<file path="src/rtl/fx_arith_unit.sv">
// fx_arith_unit: handshaked signed fixed-point ADD/SUB/MUL/DIV on Q(NBITS-FRAC).FRAC operands.
// ADD, SUB, MUL and divide-by-zero complete on the accept edge; DIV uses a
// restoring divider producing one quotient bit per cycle.
// Optional build macro FX_ARITH_SAT_EN: out-of-range results saturate instead of wrapping.
module fx_arith_unit #(
  parameter int NBITS = 16,
  parameter int FRAC  = 8
) (
  input  logic             clk,
  input  logic             rst,
  input  logic             in_valid,
  output logic             in_ready,
  input  logic [1:0]       op,
  input  logic [NBITS-1:0] a,
  input  logic [NBITS-1:0] b,
  output logic             out_valid,
  input  logic             out_ready,
  output logic [NBITS-1:0] xout,
  output logic             ovf,
  output logic             divz
);

  // Divider working width: dividend |A|<<FRAC plus one spare bit.
  localparam int W  = NBITS + FRAC + 1;
  // Full-precision signed width, wide enough for every intermediate result.
  localparam int FW = 2 * NBITS + 2;
  localparam int CW = $clog2(NBITS + FRAC + 1);
  localparam logic [CW-1:0] LAST_ITER = CW'(NBITS + FRAC - 1);

  localparam logic [1:0] IDLE     = 2'd0;
  localparam logic [1:0] DIV_ITER = 2'd1;
  localparam logic [1:0] DONE     = 2'd2;

  localparam logic [1:0] OP_ADD = 2'd0;
  localparam logic [1:0] OP_SUB = 2'd1;
  localparam logic [1:0] OP_MUL = 2'd2;
  localparam logic [1:0] OP_DIV = 2'd3;

  localparam logic signed [FW-1:0] MAX_FULL = {{(FW-NBITS+1){1'b0}}, {(NBITS-1){1'b1}}};
  localparam logic signed [FW-1:0] MIN_FULL = {{(FW-NBITS+1){1'b1}}, {(NBITS-1){1'b0}}};
  localparam logic [NBITS-1:0] MAX_X = {1'b0, {(NBITS-1){1'b1}}};
  localparam logic [NBITS-1:0] MIN_X = {1'b1, {(NBITS-1){1'b0}}};

  logic [1:0]       state_reg;
  logic [NBITS-1:0] xout_reg;
  logic             ovf_reg;
  logic             divz_reg;
  logic [CW-1:0]    cnt_reg;
  logic [W-1:0]     rem_reg;
  logic [W-1:0]     quo_reg;
  logic [W-1:0]     divisor_reg;
  logic             sign_reg;

  logic signed [FW-1:0] a_ext;
  logic signed [FW-1:0] b_ext;
  logic signed [FW-1:0] imm_full;
  logic [NBITS-1:0]     mag_a;
  logic [NBITS-1:0]     mag_b;
  logic                 div_start;

  logic [W-1:0]         rem_shift;
  logic                 rem_ge;
  logic [W-1:0]         rem_next;
  logic [W-1:0]         quo_next;
  logic [FW-1:0]        q_ext;
  logic signed [FW-1:0] div_full;

  logic [NBITS:0]       imm_fit;
  logic [NBITS:0]       div_fit;

  // Range check of a full-precision value; returns {ovf, result}.
  function automatic logic [NBITS:0] fit(input logic signed [FW-1:0] v);
    logic             ov;
    logic [NBITS-1:0] x;
    ov = (v > MAX_FULL) || (v < MIN_FULL);
    x  = v[NBITS-1:0];
`ifdef FX_ARITH_SAT_EN
    if (ov) x = v[FW-1] ? MIN_X : MAX_X;
`endif
    return {ov, x};
  endfunction

  assign in_ready  = (state_reg == IDLE);
  assign out_valid = (state_reg == DONE);
  assign xout      = xout_reg;
  assign ovf       = ovf_reg;
  assign divz      = divz_reg;

  assign a_ext = {{(FW-NBITS){a[NBITS-1]}}, a};
  assign b_ext = {{(FW-NBITS){b[NBITS-1]}}, b};

  // Magnitudes as unsigned NBITS values: the most-negative input maps to 2^(NBITS-1) exactly.
  assign mag_a = a[NBITS-1] ? (-a) : a;
  assign mag_b = b[NBITS-1] ? (-b) : b;

  assign div_start = (op == OP_DIV) && (b != '0);

  // Single-cycle result for ADD/SUB/MUL and divide-by-zero, from the live inputs.
  always_comb begin
    imm_full = '0;
    case (op)
      OP_ADD: imm_full = a_ext + b_ext;
      OP_SUB: imm_full = a_ext - b_ext;
      OP_MUL: imm_full = (a_ext * b_ext) >>> FRAC;
      default: begin
        if (a[NBITS-1])   imm_full = MIN_FULL;
        else if (a != '0) imm_full = MAX_FULL;
        else              imm_full = '0;
      end
    endcase
  end

  assign imm_fit = fit(imm_full);

  // One restoring-division step; the bit shifted out of rem_reg counts as "big enough".
  always_comb begin
    rem_shift = {rem_reg[W-2:0], quo_reg[W-1]};
    rem_ge    = rem_reg[W-1] || (rem_shift >= divisor_reg);
    rem_next  = rem_ge ? (rem_shift - divisor_reg) : rem_shift;
    quo_next  = {quo_reg[W-2:0], rem_ge};
    q_ext     = {{(FW-W){1'b0}}, quo_next};
    div_full  = sign_reg ? -$signed(q_ext) : $signed(q_ext);
  end

  assign div_fit = fit(div_full);

  // Control FSM, divider datapath and registered result.
  always_ff @(posedge clk or posedge rst) begin
    if (rst) begin
      state_reg   <= IDLE;
      xout_reg    <= '0;
      ovf_reg     <= 1'b0;
      divz_reg    <= 1'b0;
      cnt_reg     <= '0;
      rem_reg     <= '0;
      quo_reg     <= '0;
      divisor_reg <= '0;
      sign_reg    <= 1'b0;
    end else begin
      case (state_reg)
        IDLE: begin
          if (in_valid) begin
            if (div_start) begin
              // Dividend |A|<<FRAC is pre-aligned one place up: its top bit is always zero.
              sign_reg    <= a[NBITS-1] ^ b[NBITS-1];
              quo_reg     <= {mag_a, {(FRAC+1){1'b0}}};
              divisor_reg <= {{(FRAC+1){1'b0}}, mag_b};
              rem_reg     <= '0;
              cnt_reg     <= '0;
              state_reg   <= DIV_ITER;
            end else begin
              xout_reg  <= imm_fit[NBITS-1:0];
              ovf_reg   <= imm_fit[NBITS] && (op != OP_DIV);
              divz_reg  <= (op == OP_DIV);
              state_reg <= DONE;
            end
          end
        end
        DIV_ITER: begin
          rem_reg <= rem_next;
          quo_reg <= quo_next;
          if (cnt_reg == LAST_ITER) begin
            cnt_reg   <= '0;
            xout_reg  <= div_fit[NBITS-1:0];
            ovf_reg   <= div_fit[NBITS];
            divz_reg  <= 1'b0;
            state_reg <= DONE;
          end else begin
            cnt_reg <= cnt_reg + CW'(1);
          end
        end
        DONE: begin
          if (out_ready) state_reg <= IDLE;
        end
        default: state_reg <= IDLE;
      endcase
    end
  end

endmodule

</file>
<file path="config.mk">
export PLATFORM = sky130hd
export DESIGN_NAME = fx_arith_unit
export DESIGN_NICKNAME = d
export VERILOG_FILES = /design/src/rtl/fx_arith_unit.sv
export SDC_FILE = /design/constraint.sdc
export NUM_CORES = 1
export LEC_CHECK = 0
export CAP_MARGIN = 5
export CORE_ASPECT_RATIO = 0.5
export CORE_MARGIN = 2
export CORE_UTILIZATION = 30
export DETAILED_ROUTE_END_ITERATION = 7
export DONT_BUFFER_PORTS = 1
export GPL_TIMING_DRIVEN = 0
export SKIP_LAST_GASP = 1
export SLEW_MARGIN = 25
export SYNTH_ARGS = -nofsm -noshare
export SYNTH_HDL_FRONTEND = slang
export SYNTH_SLANG_ARGS = --single-unit
export TNS_END_PERCENT = 50
</file>
<file path="constraint.sdc">
create_clock -name clk -period 4.7 [get_ports clk]
set_input_delay 0.47 -clock clk [delete_from_list [all_inputs] [get_ports clk]]
set_output_delay 0.47 -clock clk [all_outputs]
set_load 0.02 [all_outputs]
</file>
==> results of run 1 <==
==> cell usage in the layout, fill, tap and decap left out, drive strengths merged, types with 23 or more instances in the layout <==
master	n
nor2	108
nand2	234
xor2	47
fa	264
a22o	25
ha	132
o31ai	24
dfrtp	92
xnor2	61
clkbuf	104
nor3	36
o21ai	104
nand3	23
and2	94
a21oi	104
inv	401
buf	56
==> worst register-to-register path: stages, from the launching register on <==
cell and delay (ps):
dfrtp_1 420, or3_4 410, or3_4 350, nor3_2 150, o211ai_1 130, or3_1 370
a211o_1 300, buf_6 160, clkinv_2 160, clkbuf_1 510, ha_1 360, nand3b_1 310
nor3_1 280, xnor2_1 140, nand4_1 100, or4_1 500, o311ai_1 440, a31oi_1 160
==> logic make-up after synthesis <==
group / after synthesis / share of synthesized area [%]
and+or+nand+nor: 598 / 16.28
buffers and inverters: 509 / 10.93
AOI/OAI and AO/OA: 396 / 14.53
adders and majority gates: 396 / 39.45
xor gates and xnor gates: 108 / 5.422
DFF: 92 / 13.09
muxes: 5 / 0.2918
==> path summary, 6_finish.rpt <==
path                                                 end  slack, ps
worst min register to register   rem_reg[24]$_DFFE_PP0P_        490
worst max register to register           ovf$_DFFE_PP0P_       -690
max in group asynchronous        quo_reg[10]$_DFFE_PP0P_       3550
worst max-delay path                     ovf$_DFFE_PP0P_      -2160
worst min-delay path            state_reg[1]$_DFFE_PP0P_        220
min in group asynchronous        rem_reg[17]$_DFFE_PP0P_        530
==> metrics by stage <==
stage                     TNS, ps  setup WS (ps)  hold WS (ps)  cell area, um^2  utilization, %
after floorplan            -14170          -1705         443.2            18350               -
after global routing       -22050          -2317         216.0            20650           35.83
after detailed placement   -33840          -2927         283.0            19340           33.56
after global placement     -33850          -2967         462.3            19310           33.50
after CTS                  -18570          -2083         212.5            20520           35.60
final                      -18780          -2158         215.4            20660           35.84
==> cell type report <==
type	instances	area share (%)
multi-input combinational	1503	68.13
buffer	107	5.172
clock inverter	7	0.3876
inverter	402	7.485
antenna	3	0.03634
clock buffer	9	1.090
sequential	92	11.14
timing repair buffer	45	1.902
tap	768	4.651
==> repair_timing <==
item	4_1_cts	5_1_grt
hold buffers	1	0
cloned	1	1
setup buffers	37	5
endpoints found under the hold margin	18	0
gates resized for setup	118	26
setup endpoints to repair	17	17
pin swaps	62	25
==> metal layers <==
metal	track usage [%]	up-vias	routed length (um)
met5	0	-	0
met4	4.585	0	1279
met3	1.905	70	2900
met2	33.07	411	27280
met1	25.56	7535	25250
li1	-	6844	-
==> impl_metrics.json, run 1 <==
{
  "slew_viol_final": 0,
  "period_minus_slack_ps": 6858,
  "cts_inserted_buffers": 9,
  "cp_max_fo": 8,
  "critical_path_required_ps": 4920,
  "clk_pin_slew_worst_paths_ps": 70,
  "drt_iter0_drc": 1039,
  "drc": 0,
  "regArea_um2": 2302,
  "wl_per_cell_um": 19.31,
  "ys_top_cells_by_count": "inv_1 (399), fa_1 (264), nand2_1 (234), ha_1 (132), nor2_1 (108)",
  "via_per_inst": 5.061,
  "cts_sinks": 92,
  "ys_types": 72,
  "syn-instance-count": 2104,
  "outcome": "finished with violations",
  "grt_start_max_net_pins": 75,
  "startpoint": "a[15]",
  "hpwl_mm": 46.49,
  "ant_nets": 0,
  "r2r-start": "rem_reg[17]$_DFFE_PP0P_",
  "avgSynthCellArea_um2": 8.357,
  "critical-path-top-delay-family": "adder cells",
  "placementRows": 62,
  "slowest_stage": "fa_2",
  "root_buffer": "clkbuf_16",
  "start_util_pct": 30.51,
  "gp_congestion": 0.9671,
  "fillers": 5861,
  "setup_viol": 17,
  "async_reset_ff_share_pct": 100.0,
  "boundaryPins": 58,
  "grt_pass1_vias": 15390,
  "crit_path_frequent_cell": "fa_1",
  "drv_cap": 0,
  "slew-limit-headroom_pct": 51.24,
  "dieArea_um2": 60680,
  "port-buffer-count": 0,
  "multi_input_area_um2": 14080,
  "hold_violations": 0,
  "drtPass1Iterations": 5,
  "ys_seq_elements": 92,
  "yosysWarnings": 0,
  "die_x_um": 346.4,
  "cts_max_path_buffers": 2,
  "dp_cells": 2873,
  "maxClockFrequency_ghz": 0.1458,
  "synth.area.top_cells": "fa_1 (30%), dfrtp_1 (13%), ha_1 (9.4%), inv_1 (8.5%), nand2_1 (5.0%)",
  "worstHoldPathType": "input port to register",
  "arrival_ps": 7080,
  "grt_pass1_wl_mm": 89.84,
  "setup_slack_ps": -2158,
  "stdcell_count": 2936,
  "synthesis.nets": 2538,
  "hold_depth": 1,
  "worstSetupPathType": "input port to register",
  "max_stage_delay_ps": 640,
  "cts_tree": "done",
  "num_vias": 14860,
  "cp-start-kind": "input port",
  "antenna_found_initial": 2,
  "grt_overflow": 0,
  "syn_area_um2": 17580,
  "rsz0062_at_grt": "true",
  "drive_gt1_share_pct": 12.70,
  "reg2reg_depth": 17,
  "grt.total_usage_pct": 19.05,
  "h-tree-depth": 3,
  "clock_skew_ps": 7.353,
  "cp_num_buf_inv": 8,
  "fin_crit_sh_pct": 145.9,
  "cp-end-kind": "register",
  "core_area_um2": 57640,
  "synth.top_cell.area_share_pct": 30.06,
  "nNetsFinal": 2594,
  "min-delay-start": "out_ready",
  "violations": "setup timing",
  "cp.depth": 26,
  "synth_top_flop_cell": "dfrtp_1",
  "synth_top_area_cell": "fa_1",
  "syn2layout_area_growth_pct": 17.50,
  "ys_seq_area_share_pct": 13.09,
  "tightest_slew_ps": 731.4,
  "clk_latency_ps": 360,
  "synth.most_common_cell": "inv_1",
  "synth_edf_count": 0,
  "finalWirelength_mm": 56.71,
  "die_h_um": 175.2
}
Power of run 1 is not shown: default switching activity piles up to over one toggle a cycle in this logic, so the estimate is an artifact.
==> inputs of run 2 (changes only) <==
==> constraint.sdc (replaced) <==
create_clock -name clk -period 4.7 [get_ports clk]
set_input_delay 0.94 -clock clk [delete_from_list [all_inputs] [get_ports clk]]
set_output_delay 0.94 -clock clk [all_outputs]
set_load 0.02 [all_outputs]
==> run 2 against run 1 <==
Against the previous run:
- routed wire length decreased by 0.15%
- highest routed layer unchanged
- clock-buffer cell count stayed put
- die area unchanged
- design area about the same
- sequential share of layout area about the same
- worst setup slack got worse by 490 ps
- sequential cell count unchanged
- cell count hardly changed
- the flow still finishes with violations (setup timing)
- global-route usage unchanged
==> impl_metrics.json, run 2 (synthesized netlist as in run 1, its figures left out) <==
{
  "ant_nets": 0,
  "cp-start-kind": "input port",
  "holdWs_ps": 367.0,
  "port-buffer-count": 0,
  "drtPass1Iterations": 5,
  "worstHoldPathType": "input port to asynchronous set/reset pin",
  "slew_viol_final": 0,
  "die_h_um": 175.2,
  "cp-end-kind": "register",
  "ctsHoldBuffers": 0,
  "stdcell_count": 2934,
  "root_buffer": "clkbuf_16",
  "grt_start_max_net_pins": 75,
  "rsz0062_at_grt": "true",
  "clk_pin_slew_worst_paths_ps": 70,
  "pre_cts_slack_ps": -3397,
  "wl_per_cell_um": 19.30,
  "h-tree-depth": 3,
  "finalWirelength_mm": 56.62,
  "drive_gt1_share_pct": 12.71,
  "r2r-start": "rem_reg[17]$_DFFE_PP0P_",
  "placementRows": 62,
  "reg2reg_depth": 17,
  "hold_violations": 0,
  "setup_slack_ps": -2647,
  "clk_latency_ps": 360,
  "dp_cells": 2873,
  "fin_crit_sh_pct": 156.3,
  "cts_sinks": 92,
  "drt_iter0_drc": 1034,
  "nNetsFinal": 2593,
  "num_vias": 14810,
  "hpwl_mm": 46.49,
  "maxClockFrequency_ghz": 0.1361,
  "arrival_ps": 7560,
  "grt.total_usage_pct": 19.05,
  "gp_congestion": 0.9671,
  "cts_max_path_buffers": 2,
  "cp_max_fo": 8,
  "final_cell_mix": "inv_1 (369), fa_1 (253), nand2_1 (225)",
  "r2r-end": "ovf$_DFFE_PP0P_",
  "cts_inserted_buffers": 9,
  "cts_tree": "done",
  "boundaryPins": 58,
  "dieArea_um2": 60680,
  "grt_pass1_wl_mm": 89.84,
  "worstSetupPathType": "input port to register",
  "tightest_slew_ps": 753.0,
  "drc": 0,
  "die_x_um": 346.4,
  "setup_viol": 17,
  "grt_overflow": 0,
  "clock_skew_ps": 7.746,
  "grt_pass1_vias": 15390,
  "antenna_found_initial": 2,
  "outcome": "finished with violations",
  "reg2reg_slack_ps": -660,
  "slew-limit-headroom_pct": 49.80,
  "syn2layout_area_growth_pct": 17.43,
  "drv_cap": 0,
  "start_util_pct": 30.51,
  "final_common_cell": "inv_1",
  "tns_ps": -26770,
  "period_minus_slack_ps": 7347,
  "via_per_inst": 5.049,
  "critical_path_required_ps": 4920,
  "core_area_um2": 57640,
  "violations": "setup timing"
}
-- run 2: changes by cell type in the layout (fill, tap and decap cells not counted), sizes merged --
| cell | previous run | this run |
|---|---|---|
| dlygate4sd3 | 1 | 0 |
| diode | 3 | 2 |
-- run 2: critical path, cell delays in order --
cell and delay [ps]:
clkbuf_16 140, inv_4 60, clkbuf_16 160, nor2_4 70
fa_2 640, inv_4 60, buf_4 130, fa_1 470
inv_1 50, fa_2 450, fa_1 430, fa_1 520
inv_1 50, fa_1 530, inv_2 70, ha_4 250
a21oi_1 190, o21ai_1 180, nor3_2 250, nand3_2 150
buf_4 170, a31oi_4 150, xnor2_1 110, o21ai_1 170
a21oi_1 120, or4bb_1 510, o211ai_1 360, a31oi_1 150
-- run 2: worst max path at each step --
stage	start	endpoint	slack, ps
floorplan	a[15]	ovf$_DFFE_PP0P_	-2180
global route	a[15]	ovf$_DFFE_PP0P_	-2790
CTS	a[15]	ovf$_DFFE_PP0P_	-2550
global placement	a[15]	ovf$_DFFE_PP0P_	-3440
finish	a[15]	ovf$_DFFE_PP0P_	-2650
detailed placement	a[15]	ovf$_DFFE_PP0P_	-3400
-- run 2: through the flow --
stage / utilization (%) / cell area [um^2]
after CTS: 35.58 / 20510
after detailed placement: 33.56 / 19340
final: 35.82 / 20650
after floorplan: - / 18350
after global routing: 35.81 / 20640
after global placement: 33.50 / 19310
-- run 2: what timing repair did --
action,CTS,global route
resized for setup,118,26
buffers inserted,37,5
pin swaps,62,25
gates cloned,1,1
endpoints found under the setup margin,17,17
-- run 2: per-layer routing --
metal / vias to the layer above / global-route usage (%) / routed length (um)
li1: 6842 / - / -
met1: 7501 / 25.56 / 25230
met2: 395 / 33.07 / 27220
met3: 76 / 1.905 / 2839
met4: 0 / 4.585 / 1335
met5: - / 0 / 0
-- run 2: layout make-up --
type                            count  area (um^2)
Fill cell                        5860        36990
Multi-Input combinational cell   1503        14080
Sequential cell                    92         2302
Inverter                          402         1546
Buffer                            107         1069
Tap cell                          768        960.9
Timing Repair Buffer               44        382.9
Clock buffer                        9        225.2
Clock inverter                      7        80.08
Antenna cell                        2        5.005
Power of run 2 is left out for the same reason.
